[src/rtl/am_tc_pkg.sv]
// ---------------------------------------------------------------------------
// am_tc_pkg : shared encodings and default thresholds for the AM time-code
//             receive path.
// Revision  : 1.0
// ---------------------------------------------------------------------------
`default_nettype none

package am_tc_pkg;

    localparam int MAG_W      = 8;
    localparam int NOM_HI_MAG = 160;
    localparam int NOM_LO_MAG = 127;

    // Low-interval boundaries in sample ticks for the 0.2/0.5/0.8 s symbols.
    localparam int ZERO_MIN_TICKS = 192308;
    localparam int ZERO_MAX_TICKS = 673077;
    localparam int ONE_MAX_TICKS  = 1442308;
    localparam int MARK_MAX_TICKS = 2403846;

    typedef enum logic [1:0] {
        SYM_ZERO = 2'd0,
        SYM_ONE  = 2'd1,
        SYM_MARK = 2'd2,
        SYM_ERR  = 2'd3
    } sym_e;

    typedef enum logic [1:0] {
        ST_HUNT  = 2'd0,
        ST_HIGH  = 2'd1,
        ST_LOW   = 2'd2,
        ST_STUCK = 2'd3
    } dec_state_e;

    function automatic sym_e classify(input logic [31:0] cnt,
                                      input logic [31:0] zmin,
                                      input logic [31:0] zmax,
                                      input logic [31:0] omax);
        if (cnt < zmin)      return SYM_ERR;
        else if (cnt < zmax) return SYM_ZERO;
        else if (cnt < omax) return SYM_ONE;
        else                 return SYM_MARK;
    endfunction

endpackage

`default_nettype wire

[src/rtl/am_env_slicer.sv]
// ---------------------------------------------------------------------------
// am_env_slicer : hysteresis slicer for the envelope magnitude, with optional
//                 run-length deglitch (AM_DEGLITCH_EN).
// Revision      : 1.0
// ---------------------------------------------------------------------------
`default_nettype none

module am_env_slicer
    import am_tc_pkg::*;
#(
    parameter int MAG_W    = am_tc_pkg::MAG_W,
    parameter int TH_HI    = 144,
    parameter int TH_LO    = 136,
    parameter int FILT_LEN = 4
) (
    input  logic             clk,
    input  logic             areset,
    input  logic             sample_valid_i,
    input  logic [MAG_W-1:0] mag_i,
    output logic             low_o,
    output logic             low_next_o,
    output logic             chg_o
);

    localparam logic [MAG_W-1:0] c_TH_HI = MAG_W'(TH_HI);
    localparam logic [MAG_W-1:0] c_TH_LO = MAG_W'(TH_LO);

    logic low_q, low_d;
    logic w_raw_low;

    // Threshold depends on the current level: that is the hysteresis.
    always_comb begin
        w_raw_low = low_q ? (mag_i < c_TH_HI) : (mag_i < c_TH_LO);
    end

`ifdef AM_DEGLITCH_EN
    localparam int FW = $clog2(FILT_LEN + 1);

    logic [FW-1:0] agree_q, agree_d;

    always_comb begin
        low_d   = low_q;
        agree_d = agree_q;
        if (sample_valid_i) begin
            if (w_raw_low != low_q) begin
                if (agree_q == FW'(FILT_LEN - 1)) begin
                    low_d   = w_raw_low;
                    agree_d = '0;
                end else begin
                    agree_d = agree_q + 1'b1;
                end
            end else begin
                agree_d = '0;
            end
        end
    end

    always_ff @(posedge clk or posedge areset) begin
        if (areset) begin
            agree_q <= '0;
        end else begin
            agree_q <= agree_d;
        end
    end
`else
    always_comb begin
        low_d = sample_valid_i ? w_raw_low : low_q;
    end
`endif

    always_ff @(posedge clk or posedge areset) begin
        if (areset) begin
            low_q <= 1'b0;
        end else begin
            low_q <= low_d;
        end
    end

    assign low_o      = low_q;
    assign low_next_o = low_d;
    assign chg_o      = (low_d != low_q);

endmodule

`default_nettype wire

[src/rtl/am_symbol_decoder.sv]
// ---------------------------------------------------------------------------
// am_symbol_decoder : times low-carrier intervals and classifies them as
//                     ZERO/ONE/MARK/ERR. Optional deglitch: AM_DEGLITCH_EN.
// Revision          : 1.0
// ---------------------------------------------------------------------------
`default_nettype none

module am_symbol_decoder
    import am_tc_pkg::*;
#(
    parameter int MAG_W    = am_tc_pkg::MAG_W,
    parameter int TH_HI    = 144,
    parameter int TH_LO    = 136,
    parameter int CNT_W    = 22,
    parameter int ZERO_MIN = ZERO_MIN_TICKS,
    parameter int ZERO_MAX = ZERO_MAX_TICKS,
    parameter int ONE_MAX  = ONE_MAX_TICKS,
    parameter int MARK_MAX = MARK_MAX_TICKS,
    parameter int FILT_LEN = 4
) (
    input  logic             clk,
    input  logic             areset,
    input  logic             sample_valid,
    input  logic [MAG_W-1:0] mag,
    output logic             carrier_low,
    output logic             sym_valid,
    output logic [1:0]       sym,
    output logic [5:0]       sym_index,
    output logic             frame_sync,
    output logic [7:0]       err_cnt
);

    localparam logic [CNT_W-1:0] c_MARK_MAX = CNT_W'(MARK_MAX);

    logic w_low, w_chg;

    am_env_slicer #(
        .MAG_W    (MAG_W),
        .TH_HI    (TH_HI),
        .TH_LO    (TH_LO),
        .FILT_LEN (FILT_LEN)
    ) u_slicer (
        .clk            (clk),
        .areset         (areset),
        .sample_valid_i (sample_valid),
        .mag_i          (mag),
        .low_o          (carrier_low),
        .low_next_o     (w_low),
        .chg_o          (w_chg)
    );

    dec_state_e       state_q, state_d;
    logic [CNT_W-1:0] cnt_q, cnt_d, w_cnt_inc;
    logic             sym_valid_q, sym_valid_d;
    sym_e             sym_q, sym_d, w_class, w_emit_sym;
    logic             w_emit;
    logic [5:0]       idx_rep_q, idx_rep_d, idx_q, idx_d;
    logic             fsync_q, fsync_d;
    logic [7:0]       err_q, err_d;

    always_comb begin
        state_d     = state_q;
        cnt_d       = cnt_q;
        sym_valid_d = 1'b0;
        sym_d       = sym_q;
        idx_rep_d   = idx_rep_q;
        idx_d       = idx_q;
        fsync_d     = fsync_q;
        err_d       = err_q;
        w_emit      = 1'b0;
        w_emit_sym  = SYM_ERR;
        w_cnt_inc   = (cnt_q == '1) ? cnt_q : cnt_q + 1'b1;
        w_class     = classify(32'(cnt_q), 32'(ZERO_MIN), 32'(ZERO_MAX), 32'(ONE_MAX));

        if (sample_valid) begin
            unique case (state_q)
                ST_HUNT: begin
                    if (!w_low) state_d = ST_HIGH;
                end
                ST_HIGH: begin
                    if (w_chg) begin
                        cnt_d   = CNT_W'(1);
                        state_d = ST_LOW;
                    end
                end
                ST_LOW: begin
                    if (w_chg) begin
                        w_emit     = 1'b1;
                        w_emit_sym = w_class;
                        state_d    = ST_HIGH;
                    end else begin
                        cnt_d = w_cnt_inc;
                        // Timeout only while still low, so it never collides with a rise.
                        if (w_cnt_inc > c_MARK_MAX) begin
                            w_emit     = 1'b1;
                            w_emit_sym = SYM_ERR;
                            state_d    = ST_STUCK;
                        end
                    end
                end
                ST_STUCK: begin
                    if (!w_low) state_d = ST_HIGH;
                end
                default: state_d = ST_HUNT;
            endcase
        end

        if (w_emit) begin
            sym_valid_d = 1'b1;
            sym_d       = w_emit_sym;
            unique case (w_emit_sym)
                SYM_MARK: begin
                    idx_rep_d = 6'd0;
                    idx_d     = 6'd1;
                    fsync_d   = 1'b1;
                end
                SYM_ERR: begin
                    idx_rep_d = 6'd63;
                    idx_d     = 6'd63;
                    fsync_d   = 1'b0;
                    err_d     = (err_q == 8'hFF) ? err_q : err_q + 8'd1;
                end
                default: begin
                    idx_rep_d = idx_q;
                    idx_d     = (idx_q == 6'd63) ? idx_q : idx_q + 6'd1;
                end
            endcase
        end
    end

    always_ff @(posedge clk or posedge areset) begin
        if (areset) begin
            state_q     <= ST_HUNT;
            cnt_q       <= '0;
            sym_valid_q <= 1'b0;
            sym_q       <= SYM_ZERO;
            idx_rep_q   <= 6'd0;
            idx_q       <= 6'd0;
            fsync_q     <= 1'b0;
            err_q       <= 8'd0;
        end else begin
            state_q     <= state_d;
            cnt_q       <= cnt_d;
            sym_valid_q <= sym_valid_d;
            sym_q       <= sym_d;
            idx_rep_q   <= idx_rep_d;
            idx_q       <= idx_d;
            fsync_q     <= fsync_d;
            err_q       <= err_d;
        end
    end

    assign sym_valid  = sym_valid_q;
    assign sym        = sym_q;
    assign sym_index  = idx_rep_q;
    assign frame_sync = fsync_q;
    assign err_cnt    = err_q;

endmodule

`default_nettype wire

[config.mk]
export PLATFORM = sky130hd
export DESIGN_NAME = am_symbol_decoder
export DESIGN_NICKNAME = d
export VERILOG_FILES = /design/src/rtl/am_tc_pkg.sv /design/src/rtl/am_env_slicer.sv /design/src/rtl/am_symbol_decoder.sv
export SDC_FILE = /design/constraint.sdc
export NUM_CORES = 1
export LEC_CHECK = 0
export BUFFER_PORTS_ARGS = -buffer_cell sky130_fd_sc_hd__buf_2
export CORE_MARGIN = 3
export CORE_UTILIZATION = 65
export CTS_CLUSTER_DIAMETER = 40
export DETAILED_ROUTE_END_ITERATION = 16
export GPL_ROUTABILITY_DRIVEN = 0
export PLACE_DENSITY_LB_ADDON = 0.3
export SKIP_LAST_GASP = 1
export SYNTH_ARGS = -nofsm -noshare
export SYNTH_HDL_FRONTEND = slang
export SYNTH_SLANG_ARGS = --single-unit
export TNS_END_PERCENT = 1
[constraint.sdc]
create_clock -name clk -period 6 [get_ports clk]
set_input_delay 1.8 -clock clk [delete_from_list [all_inputs] [get_ports clk]]
set_output_delay 1.8 -clock clk [all_outputs]
set_load 0.005 [all_outputs]
==> summary.md <==
| Metric | Value |
|---|---|
| Worst Path Arrival | 4880 ps |
| Max transition margin | 33.1% |
| Worst Setup End Kind | flop |
| Hold Violations, Final | 0 |
| DIE WIDTH | just under 80 um |
| Final wirelength | around 8.5 mm |
| Hold EP | frame_sync$_DFFE_PP0P_ |
| DR DRC count | 0 |
| Simple-Gate Fraction of Synth Area | a little over a quarter |
| Internal | 716 uW |
| Sequential share of power | a little over two fifths |
| Synth Area in XOR/XNOR | ~2.3% |
| Register bit count reported by yosys | 49 |
| YS warnings | 0 |
| F_max | 215 MHz |
| Period utilization | roughly 78% |
| Share of cells above drive strength 1 | approximately 13% |
| Largest net degree at the start of global routing | 50 |
| Worst path max stage delay | approximately 610 ps |
| PostCTS Resize Cnt | 0 |
| Tot GR Track Use | between 20% and 30% |
| R2r worst-path depth | 10 |
| Vias | roughly 3,300 |
| Post-synthesis mux area share | ~1.4% |
| Drt wl/cell | 17.6 um |
| CTS Hold Bufs | 0 |
| GR Overflow Total | 0 |
| Worst-Margin Slew | between 1000 and 1500 ps |
| Synth top area cells | dfrtp_1, nand2_1, a21oi_1 |
| Worst VDD drop | ~0.22 mV |
| Prevailing post-synth register cell | dfrtp_1 |
| Via-to-Cell Ratio | 6.87 |
| Cell Area, Synth | roughly 3400 um^2 |
| Worst setup SP type | primary input |
| Top Ports | 30 |
| Commonest cells after routing, fill and taps aside | dfrtp_1, nand2_1, a21oi_1 |
| Core area | a little under 5000 um^2 |
| Buffers on Ports | 26 |
| P&R area growth vs syn | 6.49% |
| Post-DP Area | ~3500 um^2 |
| RSZ-0062 raised after global routing | false |
| Max Cap Violations | 0 |
| Top-area cell type share of the netlist area | 35.9% |
| Status | complete, no violations |
| Power density cells | around 320 nW/um^2 |
| Hold path depth | 2 |
| Vias in the first global route | 2,964 |
| Max Clock Skew | slightly above 9 ps |
| Synth Area in Compound Gates | 26.0% |
| Dpl hpwl | roughly 5.7 mm |
| Antenna diodes | 0 |
| Worst path cell trace | buf_2 -> or3_1 -> and3_1 -> o21ai_1 -> nor3b_1 -> o21a_1 -> nand2_1 -> or3_1 -> o21ai_0 |
| Family with the most delay on the worst path | simple AND/OR/NAND/NOR gates |
| Adder-Cell Fraction of Synth Area | 2.57% |
| Fin nets | 432 |
| P_sw | around 430 uW |
| Switching power share of the total | between 30% and 40% |
| Worst-Skew Late Latency | about 300 ps |
| Main combinational cell family by area after synthesis | simple AND/OR/NAND/NOR gates |
| Initial DRC Count | between 300 and 400 |
| First-pass GRT wire length | ~14 mm |
| Worst Path Max Fanout | 12 |
| CTS root buf | clkbuf_8 |
| Reg2reg setup slack | approximately 2300 ps |
| Total negative slack | 0 ps |
| Leakage | between 0.0015 and 0.002 uW |
| Reg-to-reg startpoint | cnt_q[1]$_DFFE_PP0P_ |
| Drt pass-1 iters | 5 |
| Combinational power share | between 30% and 40% |
| CTS tree | yes |
| Inserted Clock Buffers | 5 |
| Reg2reg end | err_cnt[1]$_DFFE_PP0P_ |
| Mapped Avg Cell Area | 8.39 um^2 |
| Critical Path Stages | 9 |
| Crit path time final | around 4700 ps |
| Synth async-reset ratio | 100% |
| Max Buffers Root-to-Sink | 2 |
| Antenna Violating Nets Remaining | 0 |
| Beginning of the worst hold path | frame_sync$_DFFE_PP0P_ |
| Die area | slightly above 6000 um^2 |
| Starting density of the core | approximately 70% |
| Post-synth EDFFs | 0 |
| CP Class | in2reg |
| Path type of the worst min-delay path | reg2reg |
| Clk network pwr share | 21.6% |
| Mapped Cells | around 410 |
| Number of clock sinks | 49 |
| Crit-path most repeated cell | or3_1 |
| Fillers | 397 |
| Row count | 25 |
| Max Slew Vio Count | 0 |
| Synth cell types | 65 |
| Post-synthesis sequential area ratio | between 30% and 40% |
| Antenna violations before repair | 0 |
| CTS clk-pin slew, worst paths | roughly 100 ps |
| Total nets after synthesis | ~430 |
| Setup violators final | 0 |
| Commonest non-fill, non-tap cell in the layout | dfrtp_1 |
| WHS | approximately 500 ps |
| Max H-tree Level | 2 |
| Total power | 1150 uW |
| Post-CTS Repair Setup Buffers | 0 |
| WP buf/inv | 1 |
| Final Cell Area | between 3000 and 4000 um^2 |
| Area leader, netlist | dfrtp_1 |
| Die height | 78.5 um |
| CP max stage cell | o21ai_1 |
| Req. time, crit path | 6220 ps |
-- flip-flops by register name (all words and copies together), names as in the netlist --
register        count
err_cnt             8
sym_index           6
idx_q               6
u_slicer.low_o      1
frame_sync          1
cnt_q              22
sym_valid           1
state_q             2
sym                 2
-- per-layer routing --
layer / global-route usage, % / up-vias / part of all wire (%)
met2: 44.4 / 190 / 46
li1: - / 1539 / -
met5: 0 / - / 0
met1: 40.9 / 1564 / 44
met3: 4.36 / 20 / 8.0
met4: 7.17 / 0 / 1.5
-- cell usage after synthesis, types with 9 or more instances --
cell type,count
inv_1,13
clkbuf_1,12
dfrtp_1,49
nand3_1,24
nand4_1,17
nor2_1,22
nand2_1,47
and4_1,10
a31oi_1,14
o31ai_1,13
o21ai_0,29
a2bb2oi_1,9
buf_2,14
a21oi_1,35
-- power groups by stage --
stage / clock network [uW] / logic, uW / registers [uW]
floorplan: 0 / 289 / 480
CTS: 251 / 397 / 498
global route: 264 / 449 / 513
detailed placement: 0 / 392 / 504
global placement: 0 / 374 / 498
finish: 249 / 400 / 500
-- area by class of cell --
cell class	instances	area (um^2)	share of cell area (%)
clock buffer	6	82.6	2.27
clock inverter	2	37.5	1.03
inverter	13	48.8	1.34
multi-input combinational	317	2010	55.3
sequential	49	1230	33.7
tap	67	83.8	2.31
timing repair buffer	28	145	3.99
-- worst max-delay path by stage --
stage	from	to	slack, ps
2_1_floorplan	mag[6]	cnt_q[1]$_DFFE_PP0P_	2040
3_3_place_gp	mag[6]	cnt_q[14]$_DFFE_PP0P_	1260
3_5_place_dp	mag[6]	cnt_q[17]$_DFFE_PP0P_	1160
4_1_cts	mag[6]	cnt_q[14]$_DFFE_PP0P_	1460
5_1_grt	mag[6]	cnt_q[14]$_DFFE_PP0P_	1240
6_report	mag[6]	cnt_q[14]$_DFFE_PP0P_	1340
-- kinds of logic (layout without fill, tap and decap cells) --
| family | after synthesis | count (layout) |
|---|---|---|
| AND/OR/NAND/NOR | 165 | 165 |
| flip-flops | 49 | 49 |
| adder cells (fa/ha/maj) | 7 | 7 |
| AO/OA/AOI/OAI | 132 | 132 |
| XOR/XNOR | 9 | 9 |
| buffers and inverters | 41 | 49 |
| multiplexers | 4 | 4 |
-- through the flow --
stage	worst slack [ps]	util [%]	instances
floorplan	2040	-	407
CTS	1460	74.0	482
global placement	1260	71.6	474
detailed placement	1160	71.6	474
finish	1340	74.0	482
global route	1240	74.0	482
-- worst min-delay path, stage by stage (launching register included) --
cell	delay, ps
dfrtp_1	360
a21oi_1	40
nor2_1	70
Note: power is estimated with default switching activity, not from simulation.
